==> src/rtl/interleaver_pkg.sv <==
// Shared defaults and types for the interleaver block buffer.
package interleaver_pkg;

  localparam int unsigned NCBPS_DEF     = 192;
  localparam int unsigned IDX_W_DEF     = 9;
  localparam int unsigned BLK_CNT_W_DEF = 16;

  localparam int unsigned CNT_W = $clog2(NCBPS_DEF);

  typedef logic [IDX_W_DEF-1:0] idx_t;
  typedef logic [CNT_W-1:0]     cnt_t;

endpackage

==> src/rtl/interleaver_bank.sv <==
// One NCBPS-bit storage bank: single write port, combinational read port.
module interleaver_bank
  import interleaver_pkg::*;
#(
  parameter int unsigned Depth = NCBPS_DEF,
  parameter int unsigned AddrW = CNT_W
) (
  input  logic             clk,
  input  logic             wr_en,
  input  logic [AddrW-1:0] wr_addr,
  input  logic             wr_data,
  input  logic [AddrW-1:0] rd_addr,
  output logic             rd_data
);

  logic [Depth-1:0] mem_q;

  // Storage is deliberately not reset; addresses are range-checked upstream.
  always_ff @(posedge clk) begin
    if (wr_en) begin
      mem_q[wr_addr] <= wr_data;
    end
  end

  // Combinational read of the addressed bit.
  always_comb begin
    rd_data = mem_q[rd_addr];
  end

endmodule

==> src/rtl/interleaver_buffer_ctrl.sv <==
// Ping-pong block buffer between the bit interleaver and the modulator.
module interleaver_buffer_ctrl
  import interleaver_pkg::*;
#(
  parameter int unsigned NCBPS     = NCBPS_DEF,
  parameter int unsigned IDX_W     = IDX_W_DEF,
  parameter int unsigned BLK_CNT_W = BLK_CNT_W_DEF
) (
  input  logic                 clk,
  input  logic                 reset,
  input  logic                 in_valid,
  input  logic                 in_data,
  input  logic [IDX_W-1:0]     in_index,
  output logic                 in_ready,
  input  logic                 flush,
  output logic                 out_valid,
  output logic                 out_data,
  input  logic                 out_ready,
  output logic                 out_first,
  output logic                 out_last,
  output logic                 err_index,
  output logic [BLK_CNT_W-1:0] blk_cnt
);

  localparam int unsigned CntW = $clog2(NCBPS);
  localparam logic [CntW-1:0] LastCnt = CntW'(NCBPS - 1);

  logic [1:0]           full_q, full_d;
  logic                 wr_bank_q, wr_bank_d;
  logic                 rd_bank_q, rd_bank_d;
  logic [CntW-1:0]      wr_cnt_q, wr_cnt_d;
  logic [CntW-1:0]      rd_cnt_q, rd_cnt_d;
  logic                 err_q, err_d;
  logic [BLK_CNT_W-1:0] blk_cnt_q, blk_cnt_d;

  logic       accept, in_range, wr_done, xfer, rd_done;
  logic [1:0] bank_we, bank_rd;

  for (genvar gi = 0; gi < 2; gi++) begin : g_bank
    interleaver_bank #(
      .Depth (NCBPS),
      .AddrW (CntW)
    ) u_bank (
      .clk     (clk),
      .wr_en   (bank_we[gi]),
      .wr_addr (in_index[CntW-1:0]),
      .wr_data (in_data),
      .rd_addr (rd_cnt_q),
      .rd_data (bank_rd[gi])
    );
  end

  // Handshake decode and status outputs, all from registered state.
  always_comb begin
    in_ready  = ~full_q[wr_bank_q];
    // A flush cycle swallows any concurrent input bit entirely.
    accept    = in_valid & in_ready & ~flush;
    in_range  = in_index < IDX_W'(NCBPS);
    wr_done   = accept & (wr_cnt_q == LastCnt);
    bank_we   = '0;
    bank_we[wr_bank_q] = accept & in_range;
    out_valid = full_q[rd_bank_q];
    out_data  = out_valid & bank_rd[rd_bank_q];
    out_first = out_valid & (rd_cnt_q == '0);
    out_last  = out_valid & (rd_cnt_q == LastCnt);
    xfer      = out_valid & out_ready;
    rd_done   = xfer & (rd_cnt_q == LastCnt);
    err_index = err_q;
    blk_cnt   = blk_cnt_q;
  end

  // Next-state for fill and drain sides; they touch different banks' flags.
  always_comb begin
    full_d    = full_q;
    wr_bank_d = wr_bank_q;
    rd_bank_d = rd_bank_q;
    wr_cnt_d  = wr_cnt_q;
    rd_cnt_d  = rd_cnt_q;
    err_d     = err_q;
    blk_cnt_d = blk_cnt_q;

    if (flush) begin
      wr_cnt_d = '0;
    end else if (accept) begin
      if (!in_range) begin
        err_d = 1'b1;
      end
      if (wr_done) begin
        wr_cnt_d          = '0;
        wr_bank_d         = ~wr_bank_q;
        full_d[wr_bank_q] = 1'b1;
      end else begin
        wr_cnt_d = wr_cnt_q + 1'b1;
      end
    end

    if (xfer) begin
      if (rd_done) begin
        rd_cnt_d          = '0;
        rd_bank_d         = ~rd_bank_q;
        full_d[rd_bank_q] = 1'b0;
        blk_cnt_d         = blk_cnt_q + 1'b1;
      end else begin
        rd_cnt_d = rd_cnt_q + 1'b1;
      end
    end
  end

  // Control state register with synchronous reset.
  always_ff @(posedge clk) begin
    if (reset) begin
      full_q    <= 2'b00;
      wr_bank_q <= 1'b0;
      rd_bank_q <= 1'b0;
      wr_cnt_q  <= '0;
      rd_cnt_q  <= '0;
      err_q     <= 1'b0;
      blk_cnt_q <= '0;
    end else begin
      full_q    <= full_d;
      wr_bank_q <= wr_bank_d;
      rd_bank_q <= rd_bank_d;
      wr_cnt_q  <= wr_cnt_d;
      rd_cnt_q  <= rd_cnt_d;
      err_q     <= err_d;
      blk_cnt_q <= blk_cnt_d;
    end
  end

endmodule

==> config.mk <==
export PLATFORM = sky130hd
export DESIGN_NAME = interleaver_buffer_ctrl
export DESIGN_NICKNAME = d
export VERILOG_FILES = /design/src/rtl/interleaver_pkg.sv /design/src/rtl/interleaver_bank.sv /design/src/rtl/interleaver_buffer_ctrl.sv
export SDC_FILE = /design/constraint.sdc
export NUM_CORES = 1
export LEC_CHECK = 0
export ABC_AREA = 1
export CAP_MARGIN = 20
export CORE_ASPECT_RATIO = 1.1
export CORE_MARGIN = 2
export CORE_UTILIZATION = 60
export DETAILED_ROUTE_END_ITERATION = 10
export PLACE_DENSITY_LB_ADDON = 0.25
export SLEW_MARGIN = 20
export SYNTH_ARGS = -nofsm -noshare
export SYNTH_HDL_FRONTEND = slang
export SYNTH_SLANG_ARGS = --single-unit
==> constraint.sdc <==
create_clock -name clk -period 2.6 [get_ports clk]
set_input_delay 0.65 -clock clk [delete_from_list [all_inputs] [get_ports clk]]
set_output_delay 0.65 -clock clk [all_outputs]
set_load 0.05 [all_outputs]
==> results of run 1 <==
==> cell families (layout without fill, tap and decap cells) <==
group           count (synthesis)  count (layout)  share of synthesized area
flops                         421             421                      0.611
buf+inv                       241             349                     0.0549
compound gates                121             121                     0.0338
xor+xnor                        6               6                    0.00261
fa+ha+maj                       4               4                    0.00249
simple gates                 1464            1464                      0.296
==> stage by stage <==
step,hold WS [ns],setup TNS (ns),instances
final,0.482,-1.35,2797
after global routing,0.506,-1.50,2797
after CTS,0.492,-1.34,2774
after detailed placement,0.482,-0.192,2691
after global placement,0.459,-0.168,2691
after floorplan,0.451,0,2257
==> sequential cells by signal, indices dropped and copies added (netlist names) <==
signal and cells:
g_bank.u_bank.mem_q 384, wr_cnt_q 8, blk_cnt 16, full_q 2
wr_bank_q 1, rd_cnt_q 8, rd_bank_q 1, err_index 1
==> layout make-up <==
| class | instances | area, um^2 |
|---|---|---|
| Sequential cell | 421 | 12300 |
| Fill cell | 2385 | 9500 |
| Multi-Input combinational cell | 1595 | 6900 |
| Timing Repair Buffer | 182 | 2140 |
| Clock buffer | 57 | 1190 |
| Tap cell | 432 | 541 |
| Inverter | 89 | 353 |
| Clock inverter | 20 | 195 |
| Timing Repair inverter | 1 | 16.3 |
==> cell usage in the layout, fill, tap and decap left out, types with 11 or more instances in the layout <==
cell type        count
o21ai_1             11
nand3_2             15
nand3_1            229
buf_12              33
clkbuf_16           52
clkdlybuf4s50_1     30
nand2_1            639
edfxtp_1           384
o21ai_0             58
buf_4               94
nor2_1             530
o211ai_1            16
inv_1               82
dfxtp_1             34
a21oi_1             22
==> worst register-to-register path: stages (launching register included) <==
cell and delay, ns:
dfxtp_4 0.41, buf_12 0.16, buf_6 0.11, clkbuf_16 0.16, ha_4 0.16, nand4_4 0.13, nor2_4 0.18, nand2_4 0.12
nor2_4 0.11, nand3_2 0.11, nor2_4 0.18, inv_2 0.07, nor3_4 0.13, nand2_1 0.07, nand2_1 0.07, a21oi_2 0.03
==> repair_timing <==
action,in CTS,in global routing
endpoints found under the setup margin,5,4
hold endpoints to repair,0,0
resized for setup,27,35
pin swaps,4,14
setup buffers,2,12
cloned,4,11
==> worst paths after layout <==
check,startpoint,end,cells after the start
setup / recovery,rd_cnt_q[0],out_data,15
hold / removal,err_index,err_index,1
setup reg to reg,rd_cnt_q[0],blk_cnt[15],15
hold reg to reg,err_index,err_index,1
==> per-layer routing <==
layer / routed length (um) / share of wire / vias to the layer above / GRT usage
li1: - / - / 7584 / -
met1: 20100 / 0.36 / 7778 / 0.398
met2: 26600 / 0.48 / 952 / 0.506
met3: 5800 / 0.10 / 215 / 0.0564
met4: 2940 / 0.053 / 0 / 0.161
met5: 0 / 0 / - / 0
==> power groups by stage <==
stage | registers (mW) | clock network [mW] | logic (mW)
global placement | 7.52 | 0 | 0.332
global route | 7.37 | 6.46 | 0.365
detailed placement | 7.52 | 0 | 0.338
floorplan | 7.53 | 0 | 0.110
CTS | 7.38 | 6.17 | 0.339
finish | 7.38 | 6.17 | 0.346
==> results.md, run 1 <==
- Status: finished, violations left
- Failing checks: negative setup slack
- CP max FO: 6
- DRT Wirelength: 55400 um
- Clock power frac: 0.444
- First-pass GRT wire length: 83400 um
- Placed wire-length estimate: 32300 um
- Vias: 16529
- Cell count after synthesis: 2257
- CTS max path bufs: 3
- Post-synthesis sequential area ratio: 0.611
- CTS tree: yes
- Clock transition at path regs: 0.06 ns
- Port Buffers: 36
- Starting Density: 0.607
- Synth Register Bits: 421
- Fmax: 295 MHz
- Skew-Pair Late Insertion Delay: 0.55 ns
- Final core occ: 0.713
- DR iter-0 viols: 2045
- Final period util: 1.31
- Final Hold Viols: 0
- Setup ws final: -0.794 ns
- Layout area overhead: 17.5%
- Top cells by count, synth: nand2_1, nor2_1, edfxtp_1
- Finished Cell Area: 0.0236 mm^2
- Final antenna-violating net count: 0
- Total GRT Usage: 0.310
- Slew headroom: 0.559
- Worst path top cell family by delay: buffers and inverters
- Combinational share of power: 0.025
- Sw Share: 0.203
- Antenna violations before repair: 0
- Num CTS Buffers: 43
- Top Ports: 37
- Area contributors post-synth: edfxtp_1, nand2_1, nor2_1, nand3_1, dfxtp_1
- Syn Nets: 2276
- Vias per cell: 5.91
- Count leader, synth: nand2_1
- Placer Congestion: 0.901
- Final setup viols: 3
- Internal power: 11.1 mW
- Overall Power: 13.9 mW
- Detailed-router iteration count before antenna repair: 6
- DRC: 0
- Synth top area share: 0.574
- Worst path cell trace: buf_12 > buf_6 > clkbuf_16 > nand2_1 > nand3_1 > nand3_1 > nand2_1 > nand2_2 > a21oi_2 > buf_4 > o21ai_1 > a21oi_1 > nor2_2 > nor2_4 > buf_12
- EDFF count, synth: 384
- PwrDens: 588 mW/mm^2
- Psw: 2.82 mW
- Avg Inst Size Synth: 8.91 um^2
- # rows: 70
- Endpoint class of the critical path: output pin
- # Max-Cap Violations: 0
- Req. time, crit path: 1.95 ns
- Post-synth top area cell: edfxtp_1
- Tightest Hold Check Type: register to register
- Die Y: 196 um
- Ys Warns: 0
- Maximum VDD drop: 554 uV
- Total grt overflow: 0
- H-tree depth: 2
- Crit path largest cell delay: 0.41 ns
- CP max stage cell: dfxtp_4
- RSZ-0062 raised after global routing: true
- Critical path launch point type: register
- Post-synthesis async set-or-reset flop share: 0
- Layout cell share with drive strength beyond 1: 0.113
- Sink Count: 421
- Clock skew: 0.00867 ns
- Placed Area: 0.0216 mm^2
- Die area: 0.0350 mm^2
- Worst Path Arrival: 2.74 ns
- Hold buffer count at CTS: 0
- P_leak: 8.22 nW
- Diode count: 0
- Tmin final: 3.39 ns
- Die W: 179 um
- Sequential power share: 0.531
- Synth Flop Type: edfxtp_1
- Yosys cell types: 36
- NumNets Final: 2352
- Final Slew Violations: 0
- Clock root cell: clkbuf_16
- Worst Tran Pin Value: 0.661 ns
- Vias in the first global route: 15959
- Post-Syn Area: 0.0201 mm^2
- Pre-CTS setup slack: -0.192 ns
- Pin count of the biggest net entering global routing: 107
- Core region area: 0.0331 mm^2
- Crit path buf inv count: 5
- WS Path Type: register to output pin
- Routed len/inst: 19.8 um
- Reg-to-reg setup timing slack: 0.29 ns
Note: power is estimated with default switching activity, not from simulation.
==> run 2: changes to the inputs <==
--- a/config.mk
+++ b/config.mk
@@ -7,9 +7,11 @@
 export LEC_CHECK = 0
 export ABC_AREA = 1
 export CAP_MARGIN = 20
+export CELL_PAD_IN_SITES_DETAIL_PLACEMENT = 1
+export CELL_PAD_IN_SITES_GLOBAL_PLACEMENT = 1
 export CORE_ASPECT_RATIO = 1.1
 export CORE_MARGIN = 2
-export CORE_UTILIZATION = 60
+export CORE_UTILIZATION = 49
 export DETAILED_ROUTE_END_ITERATION = 10
 export PLACE_DENSITY_LB_ADDON = 0.25
 export SLEW_MARGIN = 20
==> run 2 against run 1 <==
Against the previous run:
- the flow still finishes with violations (negative setup slack)
- non-clock buffer count fell by 24
- final cell count rose by 2.0%
- clock skew fell by 0.0013 ns
- via count rose by 0.55%
- critical path type unchanged
==> results.md, run 2 (synthesized netlist as in run 1, its figures left out) <==
- Status: finished, violations left (unchanged)
- Failing checks: negative setup slack (unchanged)
- Clock skew: 0.00737 ns (was 0.00867 ns)
- Tmin final: 3.44 ns (was 3.39 ns)
- Layout cell share with drive strength beyond 1: 0.0970 (was 0.113)
- Critical path launch point type: register (unchanged)
- Skew-Pair Late Insertion Delay: 0.57 ns (was 0.55 ns)
- Max reg flops: 384 (unchanged)
- Worst hold path depth: 1 (unchanged)
- H-tree depth: 2 (unchanged)
- Die Y: 216 um (was 196 um)
- Commonest non-fill, non-tap cells in the layout: nand2_1, nor2_1, edfxtp_1, nand3_1, inv_1 (was nand2_1, nor2_1, edfxtp_1, nand3_1, buf_4)
- CP max FO: 31 (was 6)
- Clock root cell: clkbuf_16 (unchanged)
- Setup ws final: -0.837 ns (was -0.794 ns)
- Top Ports: 37 (unchanged)
- Placed wire-length estimate: 38300 um (was 32300 um)
- Final Hold Viols: 0 (unchanged)
- CTS tree: yes (unchanged)
- Setup tns final: -1.43 ns (was -1.35 ns)
- Slew headroom: 0.599 (was 0.559)
- Finished Layout Cells: 2854 (was 2797)
- DRC: 0 (unchanged)
- Port Buffers: 36 (unchanged)
- Met2 WL: 32300 um (was 26600 um)
- Diode count: 0 (unchanged)
- P_leak: 8.02 nW (was 8.22 nW)
- Worst Tran Pin Value: 0.597 ns (was 0.661 ns)
- Core region area: 0.0404 mm^2 (was 0.0331 mm^2)
- FILL cells: 4590 (was 2385)
- # rows: 77 (was 70)
- Final setup viols: 3 (unchanged)
- Final core occ: 0.580 (was 0.713)
- Worst R2R Path Depth: 9 (was 15)
- Vias per cell: 5.82 (was 5.91)
- Final antenna-violating net count: 0 (unchanged)
- Antenna violations before repair: 0 (unchanged)
- Register area: 0.0123 mm^2 (unchanged)
- Detailed-router iteration count before antenna repair: 5 (was 6)
- Area of the multi-input gates: 0.00684 mm^2 (was 0.00690 mm^2)
- Tightest Hold Check Type: register to register (unchanged)
- WS Path Type: register to output pin (unchanged)
- # Max-Cap Violations: 0 (unchanged)
- Final period util: 1.32 (was 1.31)
- First-pass GRT wire length: 97800 um (was 83400 um)
- Total grt overflow: 0 (unchanged)
- Sink Count: 421 (unchanged)
- RSZ-0062 raised after global routing: true (unchanged)
- Req. time, crit path: 1.95 ns (about the same)
- Worst hold margin: 0.473 ns (was 0.482 ns)
- Met3 wire length: 4000 um (was 5800 um)
- Vias in the first global route: 17585 (was 15959)
- CTS max path bufs: 3 (unchanged)
- Placed Area: 0.0217 mm^2 (was 0.0216 mm^2)
- Finished Cell Area: 0.0234 mm^2 (was 0.0236 mm^2)
- Fmax: 291 MHz (was 295 MHz)
- Endpoint class of the critical path: output pin (unchanged)
- Final Slew Violations: 0 (unchanged)
- Placer Congestion: 0.824 (was 0.901)
- Layout area overhead: 16.5% (was 17.5%)
- Vias: 16620 (was 16529)
- Inst Count DP: 2763 (was 2691)
- DRT Wirelength: 64000 um (was 55400 um)
- Commonest non-fill, non-tap cell in the layout: nand2_1 (unchanged)
- Clock transition at path regs: 0.06 ns (about the same)
- Met1 WL: 25000 um (was 20100 um)
- Die W: 197 um (was 179 um)
- Starting Density: 0.498 (was 0.607)
- Total GRT Usage: 0.299 (was 0.310)
- NumNets Final: 2328 (was 2352)
- Maximum VDD drop: 536 uV (was 554 uV)
- Overall Power: 13.7 mW (was 13.9 mW)
- Die area: 0.0427 mm^2 (was 0.0350 mm^2)
- PwrDens: 587 mW/mm^2 (was 588 mW/mm^2)
- Routed len/inst: 22.4 um (was 19.8 um)
- Pin count of the biggest net entering global routing: 109 (was 107)
- Top Layer Used: met4 (unchanged)
- Pre-CTS setup slack: -0.234 ns (was -0.192 ns)
- DR iter-0 viols: 1311 (was 2045)
- Num CTS Buffers: 44 (was 43)
- Reg with most FFs: g_bank.u_bank.mem_q (unchanged)
- Worst Path Arrival: 2.79 ns (was 2.74 ns)
-- run 2: final cells by class --
cell class                      count  share of cell area
Timing Repair Buffer              158              0.0853
Sequential cell                   421               0.524
Tap cell                          513              0.0274
Clock buffer                       56              0.0499
Clock inverter                     22             0.00615
Inverter                           89              0.0149
Multi-Input combinational cell   1595               0.292
-- run 2: worst paths after layout --
kind / startpoint / endpoint / slack, ns
max: rd_cnt_q[0] / out_data / -0.84
min: err_index / err_index / 0.47
max reg2reg: rd_cnt_q[0] / blk_cnt[6] / 0.21
min reg2reg: err_index / err_index / 0.47
-- run 2: layer usage --
metal / up-vias / global-route usage
met5: - / 0
met4: 0 / 0.139
met3: 169 / 0.0472
met2: 561 / 0.515
met1: 8357 / 0.369
li1: 7533 / -
-- run 2: where the power goes --
group / switching [mW] / total (mW) / leakage [nW] / internal (mW)
registers: 0.00136 / 7.38 / 3.75 / 7.37
clock network: 2.65 / 6.00 / 0.644 / 3.35
logic: 0.282 / 0.375 / 3.63 / 0.0927
total: 2.93 / 13.7 / 8.02 / 10.8
-- run 2: worst max-delay path, stage by stage (launching register included) --
cell and delay, ns:
dfxtp_4 0.42, buf_12 0.17, buf_12 0.18, nand2_1 0.10
nand3_1 0.15, nand3_1 0.15, nand2_1 0.12, nand2_1 0.07
nand3_2 0.09, nand3_2 0.08, nand2_2 0.12, nand2_1 0.07
nand3_1 0.10, nor2_1 0.06, nor2_2 0.16, buf_12 0.15
-- run 2: timing repair --
item | in CTS | in global routing
resized for setup | 14 | 30
hold buffers | 0 | 0
setup buffers | 4 | 4
pin swaps | 2 | 4
hold endpoints to repair | 0 | 0
endpoints found under the setup margin | 4 | 3
gates cloned | 1 | 4
==> run 3: changes to the inputs <==
--- a/config.mk
+++ b/config.mk
@@ -6,12 +6,11 @@
 export NUM_CORES = 1
 export LEC_CHECK = 0
 export ABC_AREA = 1
-export CAP_MARGIN = 20
+export CAP_MARGIN = 25
 export CELL_PAD_IN_SITES_DETAIL_PLACEMENT = 1
 export CELL_PAD_IN_SITES_GLOBAL_PLACEMENT = 1
 export CORE_ASPECT_RATIO = 1.1
-export CORE_MARGIN = 2
-export CORE_UTILIZATION = 49
+export CORE_UTILIZATION = 35
 export DETAILED_ROUTE_END_ITERATION = 10
 export PLACE_DENSITY_LB_ADDON = 0.25
 export SLEW_MARGIN = 20
==> run 3 against run 2 <==
Against the previous run:
- the flow still finishes with violations (negative setup slack)
- final area increased by 5.0%
- critical path depth unchanged
- sequential power about the same
- register-to-register slack improved by 0.03 ns
- largest cell class unchanged
==> results.md, run 3 (synthesized netlist as in run 1, its figures left out) <==
- Endpoint class of the critical path: output pin (unchanged)
- Layout cell share with drive strength beyond 1: 0.124 (was 0.0970)
- NumNets Final: 2367 (was 2328)
- Port Buffers: 36 (unchanged)
- Setup tns final: -1.14 ns (was -1.43 ns)
- Starting Density: 0.357 (was 0.498)
- Sw Share: 0.215 (was 0.213)
- Final antenna-violating net count: 0 (unchanged)
- Detailed-router iteration count before antenna repair: 5 (unchanged)
- Num CTS Buffers: 48 (was 44)
- Final Hold Viols: 0 (unchanged)
- PwrDens: 578 mW/mm^2 (was 587 mW/mm^2)
- Clock skew: 0.0183 ns (was 0.00737 ns)
- Placer Congestion: 0.815 (was 0.824)
- Final core occ: 0.436 (was 0.580)
- Tmin final: 3.36 ns (was 3.44 ns)
- FILL cells: 6377 (was 4590)
- Final period util: 1.29 (was 1.32)
- Total grt overflow: 0 (unchanged)
- Reg with most FFs: g_bank.u_bank.mem_q (unchanged)
- CP max FO: 8 (was 31)
- DRT Wirelength: 64500 um (was 64000 um)
- Critical path launch point type: register (unchanged)
- First-pass GRT wire length: 98600 um (was 97800 um)
- CP max stage cell: dfxtp_4 (unchanged)
- DRC: 0 (unchanged)
- Top Ports: 37 (unchanged)
- Crit path largest cell delay: 0.41 ns (was 0.42 ns)
- Total GRT Usage: 0.221 (was 0.299)
- Setup ws final: -0.758 ns (was -0.837 ns)
- P_leak: 8.42 nW (was 8.02 nW)
- Antenna violations before repair: 0 (unchanged)
- Worst Tran Pin Value: 0.745 ns (was 0.597 ns)
- Failing checks: negative setup slack (unchanged)
- Core region area: 0.0564 mm^2 (was 0.0404 mm^2)
- Die W: 230 um (was 197 um)
- Clock transition at path regs: 0.06 ns (about the same)
- Vias: 16247 (was 16620)
- Most used cell, CP: buf_12 (was nand2_1)
- RSZ-0062 raised after global routing: true (unchanged)
- Status: finished, violations left (unchanged)
- CTS tree: yes (unchanged)
- Final Slew Violations: 0 (unchanged)
- CTS max path bufs: 3 (unchanged)
- Tightest Hold Check Type: register to register (unchanged)
- Worst Path Arrival: 2.71 ns (was 2.79 ns)
- Req. time, crit path: 1.95 ns (about the same)
- Layout area overhead: 22.4% (was 16.5%)
- Commonest non-fill, non-tap cells in the layout: nand2_1, nor2_1, edfxtp_1, nand3_1, inv_1 (unchanged)
- Crit path buf inv count: 5 (was 3)
- Slew headroom: 0.501 (was 0.599)
- Overall Power: 14.2 mW (was 13.7 mW)
- # Max-Cap Violations: 0 (unchanged)
- Sequential power share: 0.519 (was 0.536)
- Pre-CTS setup slack: -0.380 ns (was -0.234 ns)
- DR iter-0 viols: 1072 (was 1311)
- Die area: 0.0584 mm^2 (was 0.0427 mm^2)
- Psw: 3.05 mW (was 2.93 mW)
- Vias in the first global route: 16879 (was 17585)
- Commonest non-fill, non-tap cell in the layout: nand2_1 (unchanged)
- Die Y: 253 um (was 216 um)
- H-tree depth: 2 (unchanged)
- Routed len/inst: 20.6 um (was 22.4 um)
- Fmax: 298 MHz (was 291 MHz)
- WS Path Type: register to output pin (unchanged)
- Worst path cell trace: inv_8 > buf_12 > buf_12 > buf_8 > nand2_2 > nand3_2 > nand3_2 > nand2_1 > nand2_1 > a21oi_2 > o21ai_1 > a21oi_2 > nor2_2 > nor2_4 > buf_12 (was buf_12 > buf_12 > nand2_1 > nand3_1 > nand3_1 > nand2_1 > nand2_1 > nand3_2 > nand3_2 > nand2_2 > nand2_1 > nand3_1 > nor2_1 > nor2_2 > buf_12)
- Final setup viols: 3 (unchanged)
- Clock root cell: clkbuf_16 (unchanged)
- Max reg flops: 384 (unchanged)
- Vias per cell: 5.20 (was 5.82)
- Pin count of the biggest net entering global routing: 105 (was 109)
- Internal power: 11.2 mW (was 10.8 mW)
- Combinational share of power: 0.029 (was 0.027)
- Hold buffer count at CTS: 0 (unchanged)
- Clock power frac: 0.452 (was 0.436)
- # rows: 91 (was 77)
- Worst path top cell family by delay: buffers and inverters (was simple AND/OR/NAND/NOR gates)
- Diode count: 0 (unchanged)
- Placed wire-length estimate: 39700 um (was 38300 um)
- Maximum VDD drop: 437 uV (was 536 uV)
- Skew-Pair Late Insertion Delay: 0.58 ns (was 0.57 ns)
- Sink Count: 421 (unchanged)
## run 3: cell count changes in the layout (fill, tap and decap cells not counted), sizes merged
cell	change
clkinv	-5
bufbuf	+1
inv	+2
clkdlybuf4s50	-1
clkbuf	+12
buf	+29
dlymetal6s2s	+1
clkinvlp	+2
## run 3: power by group through the flow
stage	clock [mW]	sequential, mW	combinational, mW
final	6.43	7.38	0.407
after global routing	6.79	7.37	0.433
after CTS	6.58	7.38	0.409
after detailed placement	0	7.52	0.408
after global placement	0	7.52	0.401
after floorplan	0	7.53	0.110
## run 3: per-layer routing
layer / vias up / track usage / share of wire
met5: - / 0 / 0
met2: 344 / 0.380 / 0.49
met3: 127 / 0.0301 / 0.046
li1: 7620 / - / -
met1: 8156 / 0.284 / 0.43
met4: 0 / 0.0742 / 0.034
## run 3: path summary, 6_finish.rpt
check,slack (ns),startpoint,to,depth (start not counted)
worst min register to register,0.48,err_index,err_index,1
worst min-delay path,0.48,err_index,err_index,1
worst max register to register,0.24,rd_cnt_q[0],blk_cnt[15],15
worst max-delay path,-0.76,rd_cnt_q[0],out_data,15
## run 3: stage by stage
stage          std cells  hold slack, ns  instance area (um^2)
3_5_place_dp        3019           0.472                 22500
2_1_floorplan       2257           0.451                 20100
5_1_grt             3126           0.495                 24600
4_1_cts             3114           0.485                 24200
6_report            3126           0.476                 24600
3_3_place_gp        3019           0.463                 22500
## run 3: worst reg2reg max path, cell delays in order, from the launching register on
cell and delay (ns):
dfxtp_4 0.48, buf_12 0.18, buf_8 0.17, ha_4 0.17, nand4_4 0.13, nor2_4 0.14, buf_4 0.12, nand2_4 0.09
nor2_4 0.12, nand3_2 0.11, nor2_4 0.18, inv_2 0.07, nor3_4 0.14, nand2_1 0.07, nand2_1 0.07, a21oi_2 0.03
## run 3: repair_timing
item	4_1_cts	5_1_grt
cloned	4	8
endpoints found under the setup margin	4	4
buffers inserted	7	7
gates resized for setup	32	56
pin swaps	7	33
## run 3: final cells by class
cell class | instances | area, um^2 | area share
flip-flops and latches | 421 | 12300 | 0.499
multi-input cells | 1595 | 6940 | 0.282
repair buffers | 193 | 2650 | 0.108
clock buffers | 63 | 1290 | 0.0524
well taps | 744 | 931 | 0.0378
inverters | 89 | 347 | 0.0141
clock inverters | 21 | 159 | 0.00646
